### src/rtl/mux2_feed_pkg.sv
// Shared types and constants for the two-producer round-robin mux feeder.
// Latency: n/a (types only).
// Backpressure: n/a (types only).
package mux2_feed_pkg;

    localparam int WIDTH_DEF = 8;
    localparam int CNT_W_DEF = 8;

    // Channel indices as seen on the mux select line
    localparam logic CH0 = 1'b0;
    localparam logic CH1 = 1'b1;

    typedef enum logic {
        IDLE    = 1'b0,
        PRESENT = 1'b1
    } state_t;

endpackage

### src/rtl/mux2_slot.sv
// One-entry holding slot for a single producer, with a transfer counter.
// Latency: a word is held starting the edge after the valid/ready handshake.
// Backpressure: ready is simply !full; there is no combinational path from downstream.
// Ports: in_data/in_valid/ready = producer side; drain = word leaves this edge;
//        data/full = slot contents to the arbiter and mux; cnt = completed drains.
module mux2_slot
    import mux2_feed_pkg::*;
#(
    parameter int WIDTH = WIDTH_DEF,
    parameter int CNT_W = CNT_W_DEF
) (
    input  logic             clk,
    input  logic             rst,
    input  logic [WIDTH-1:0] in_data,
    input  logic             in_valid,
    output logic             ready,
    input  logic             drain,
    output logic [WIDTH-1:0] data,
    output logic             full,
    output logic [CNT_W-1:0] cnt
);

    assign ready = !full;

    // drain is only ever raised while full, and capture needs !full, so the
    // two branches never compete. data is left as-is on drain so the mux leg
    // keeps its last value rather than glitching to zero.
    always_ff @(posedge clk or posedge rst) begin
        if (rst) begin
            data <= '0;
            full <= 1'b0;
            cnt  <= '0;
        end else if (drain) begin
            full <= 1'b0;
            cnt  <= cnt + CNT_W'(1);
        end else if (in_valid && !full) begin
            data <= in_data;
            full <= 1'b1;
        end
    end

endmodule

### src/rtl/mux2_rr_feeder.sv
// Round-robin feeder for a 2:1 mux: two one-entry slots, registered sel and out_valid.
// Latency: capture at edge k -> out_valid after edge k+1 when idle; back-to-back with no bubble.
// Backpressure: while out_valid && !out_ready, sel and the selected slot are frozen.
// Ports: in0_*/in1_* = producer handshakes; d0/d1/sel = mux inputs;
//        out_valid/out_ready = consumer handshake on the mux output; cnt0/cnt1 = transfers.
module mux2_rr_feeder
    import mux2_feed_pkg::*;
#(
    parameter int WIDTH = WIDTH_DEF,
    parameter int CNT_W = CNT_W_DEF
) (
    input  logic             clk,
    input  logic             rst,
    input  logic [WIDTH-1:0] in0_data,
    input  logic             in0_valid,
    output logic             in0_ready,
    input  logic [WIDTH-1:0] in1_data,
    input  logic             in1_valid,
    output logic             in1_ready,
    output logic [WIDTH-1:0] d0,
    output logic [WIDTH-1:0] d1,
    output logic             sel,
    output logic             out_valid,
    input  logic             out_ready,
    output logic [CNT_W-1:0] cnt0,
    output logic [CNT_W-1:0] cnt1
);

    state_t state, state_nxt;
    logic   sel_nxt;
    logic   last, last_nxt;
    logic   full0, full1;
    logic   xfer, drain0, drain1;
    logic   cand0, cand1;
    logic   grant;

    assign out_valid = (state == PRESENT);
    assign xfer      = out_valid && out_ready;
    assign drain0    = xfer && (sel == CH0);
    assign drain1    = xfer && (sel == CH1);

    // A slot emptying this edge must not be re-granted from its stale flag.
    assign cand0 = full0 && !drain0;
    assign cand1 = full1 && !drain1;

    mux2_slot #(.WIDTH(WIDTH), .CNT_W(CNT_W)) u_slot0 (
        .clk      (clk),
        .rst      (rst),
        .in_data  (in0_data),
        .in_valid (in0_valid),
        .ready    (in0_ready),
        .drain    (drain0),
        .data     (d0),
        .full     (full0),
        .cnt      (cnt0)
    );

    mux2_slot #(.WIDTH(WIDTH), .CNT_W(CNT_W)) u_slot1 (
        .clk      (clk),
        .rst      (rst),
        .in_data  (in1_data),
        .in_valid (in1_valid),
        .ready    (in1_ready),
        .drain    (drain1),
        .data     (d1),
        .full     (full1),
        .cnt      (cnt1)
    );

    // Arbitrate only when nothing is being presented or the presented word
    // leaves this edge; otherwise hold everything for the consumer.
    always_comb begin
        state_nxt = state;
        sel_nxt   = sel;
        last_nxt  = last;
        grant     = 1'b0;
        if ((state == IDLE) || xfer) begin
            if (!cand0 && !cand1) begin
                state_nxt = IDLE;
            end else begin
                if (cand0 && cand1) begin
                    grant = !last;
                end else begin
                    grant = cand1 ? CH1 : CH0;
                end
                state_nxt = PRESENT;
                sel_nxt   = grant;
                last_nxt  = grant;
            end
        end
    end

    // last resets to channel 1 so channel 0 wins the first tie.
    always_ff @(posedge clk or posedge rst) begin
        if (rst) begin
            state <= IDLE;
            sel   <= CH0;
            last  <= CH1;
        end else begin
            state <= state_nxt;
            sel   <= sel_nxt;
            last  <= last_nxt;
        end
    end

endmodule
### config.mk
export PLATFORM = sky130hd
export DESIGN_NAME = mux2_rr_feeder
export DESIGN_NICKNAME = d
export VERILOG_FILES = /design/src/rtl/mux2_feed_pkg.sv /design/src/rtl/mux2_slot.sv /design/src/rtl/mux2_rr_feeder.sv
export SDC_FILE = /design/constraint.sdc
export NUM_CORES = 1
export LEC_CHECK = 0
export CORE_AREA = 2 2 70 72
export CTS_CLUSTER_DIAMETER = 50
export DETAILED_ROUTE_END_ITERATION = 12
export DIE_AREA = 0 0 72 74
export DONT_BUFFER_PORTS = 1
export PLACE_DENSITY = 0.58
export SLEW_MARGIN = 30
export SYNTH_ARGS = -nofsm -noshare
export SYNTH_HDL_FRONTEND = slang
export SYNTH_SLANG_ARGS = --single-unit
export TNS_END_PERCENT = 30
### constraint.sdc
create_clock -name clk -period 1.5 [get_ports clk]
set_clock_uncertainty 0.05 [all_clocks]
set_input_delay 0.3 -clock clk [delete_from_list [all_inputs] [get_ports clk]]
set_output_delay 0.3 -clock clk [all_outputs]
set_load 0.02 [all_outputs]
==> metrics.yaml <==
run_status:
  status: "finished clean"
yosys:
  yosys_register_bits: 37
  ys_top_cells_by_area: "dfrtp_1 58%, mux2_2 12%, xnor2_1 4.5%, xor2_1 3.4%, nand2_1 2.4%"
  synth_top_area_share_pct: 57.5
  ys_types: 27
  synth_fp_nets: 145
  yosys.cell_count.top_type: "dfrtp_1"
  netlist_instances: 122
  synth.largest_area_cell: "dfrtp_1"
  synth.avg_cell_area_um2: 12.8
  async_flop_share_pct: 100
  synth_seq_area_share_pct: 59.2
  synth_edf_count: 0
  ys_warn_count: 0
  ys_top_cells_by_count: "36 x dfrtp_1, 16 x mux2_2, 10 x nand2_1"
  syn-cell-area_um2: 1570
  synth-main-ff-cell: "dfrtp_1"
critical_path:
  timing.critical_path.buf_inv: 0
  critical_path.top_delay_family: "flip-flops"
  worstSetupPathType: "reg2reg"
  path_cells: "nand3b_4 -> nand3_4 -> mux2_2"
  startpoint_type: "flip-flop"
  worst_path_max_delay_cell: "dfrtp_1"
  arrival_ps: 1510
  critPathMaxFanout: 8
  cp-end-kind: "flip-flop"
  worstPathRequired_ps: 1610
  cpPeakStageDelay_ps: 450
timing:
  drv_slew: 0
  fin_ws_ps: 104
  tns_ps: 0
  max-slew-margin-rel_pct: 69.7
  holdWs_ps: 95.9
  setup_viol: 0
  tightest_slew_ps: 455
  hold_viol_final: 0
  min_period_ps: 1400
  min_period_over_period_pct: 93.1
  fmax_mhz: 716
  grt_setup_unrepaired: "false"
cts:
  clkSlewWorstSetupHoldPaths_ps: 70
  cts_tree: "done"
  cts_max_level: 2
  cts_sinks: 37
  root_buffer: "clkbuf_8"
  cts_buffers: 5
  clockBufferDepth: 2
  postCtsSetupBuffers: 0
  clock_latency_ps: 280
routing:
  drt_iter0_drc: 31
  highest_layer: "met4"
  wl_per_cell_um: 16.0
  antenna_left: 0
  route.met3.wl_um: 246
  post-route-drc-count: 0
  met2_length_um: 1610
  num_vias: 965
  m1WireLength_um: 1150
  vias_per_cell: 5.05
  routed_wl_um: 3060
  firstDrtPassIters: 4
die:
  fp.coreArea_um2: 4600
  fp.dieW_um: 72
  dieArea_um2: 5330
  start_util_pct: 34.1
  pin_count: 57
  die_y_um: 74
  row_count: 25
placed_design:
  place_hpwl_um: 2300
  port_buffers: 0
  dpl_worst_slack_ps: 108
  gp_congestion: 0.828
finish:
  n_antenna_cell: 0
  drive_above_1_share_pct: 28.5
  nets: 159
  areaGrowthSynthToFinish_pct: 13.5
  fillers: 444
power_and_ir_drop:
  power_density_nw_per_um2: 2290
  p_leak_nw: 0.809
  p_total_w: 0.00407
  ir_drop_mv: 0.678
grt:
  grt_overflow: 0
  grt_max_degree: 38
  grt_pass1_vias: 1019
  antenna_found_initial: 0
  grt_pass1_wl_um: 4930
  grt_usage_pct: 12.5
job:
  drv_cap: 0
hold_path:
  holdCritPathClass: "in2reg"
[stage by stage]
step                area (µm²)  instances  utilization, %
floorplan                 1570        122               -
detailed placement        1680        182            36.6
finish                    1780        191            38.7
global placement          1680        182            36.6
global route              1780        191            38.7
CTS                       1780        191            38.6
[flip-flops by register name, indices dropped and copies added, names as in the netlist]
register      cells
sel               1
u_slot0.data      8
u_slot1.full      1
u_slot1.data      8
out_valid         1
last              1
u_slot0.cnt       8
u_slot1.cnt       8
u_slot0.full      1
[worst paths after layout]
path                              startpoint         endpoint  slack, ps  cells past startpoint
worst max register to register           sel  u_slot0.data[5]        100                      3
max in group asynchronous                rst        out_valid        540                      3
worst min-delay path               in1_valid     u_slot1.full        100                      2
min in group asynchronous                rst  u_slot1.data[2]        520                      3
worst max-delay path                     sel  u_slot0.data[5]        100                      3
worst min register to register  u_slot0.full     u_slot0.full        480                      2
[report_power, final]
group	switching (W)	total, W	leakage, nW	internal [W]
Clock	0.000324	0.000645	0.0450	0.000321
Combinational	0.000603	0.00119	0.314	0.000591
Sequential	0.000803	0.00223	0.450	0.00143
Total	0.00173	0.00407	0.809	0.00234
[layout make-up]
class                   instances  area (µm²)  area share, %
well taps                      54        67.6           3.80
flip-flops and latches         37         928           52.2
multi-input cells              80         618           34.8
clock buffers                   6        72.6           4.08
repair buffers                  9        70.1           3.94
clock inverters                 2        10.0          0.563
inverters                       3        11.3          0.633
[cell families (layout without fill, tap and decap cells)]
group	Yosys count	in the layout	share of synthesized area, %
flip-flops	37	37	59.2
AO/OA/AOI/OAI	9	9	3.51
adder cells (fa/ha/maj)	2	2	1.60
AND/OR/NAND/NOR	39	39	15.0
multiplexers	16	16	11.5
buffers and inverters	5	20	1.36
XOR/XNOR	14	14	7.83
[worst register-to-register path, cell delays in order (launching register included)]
cell	delay, ps
dfrtp_1	450
nand3b_4	250
nand3_4	170
mux2_2	360
[repair_timing]
action,in CTS,in global routing
hold buffers,1,0
gates resized for setup,0,1
endpoints found under the setup margin,0,1
hold endpoints to repair,36,0
[placed cells by master (no fill, tap or decap), types with 3 or more instances in the layout]
cell type | Yosys | final
xor2_1 | 6 | 6
nor3_1 | 4 | 4
nand4_1 | 6 | 6
xnor2_1 | 8 | 8
clkbuf_8 | 0 | 5
inv_1 | 3 | 3
nand2_1 | 10 | 10
dfrtp_1 | 36 | 35
o21ai_0 | 4 | 4
mux2_2 | 16 | 16
nor2_1 | 6 | 6
buf_4 | 0 | 8
[per-layer routing]
metal	track usage, %	up-vias
met3	5.56	4
met4	5.66	0
met1	14.0	486
li1	-	446
met2	20.8	29
met5	0	-
Note: power is estimated with default switching activity, not from simulation.
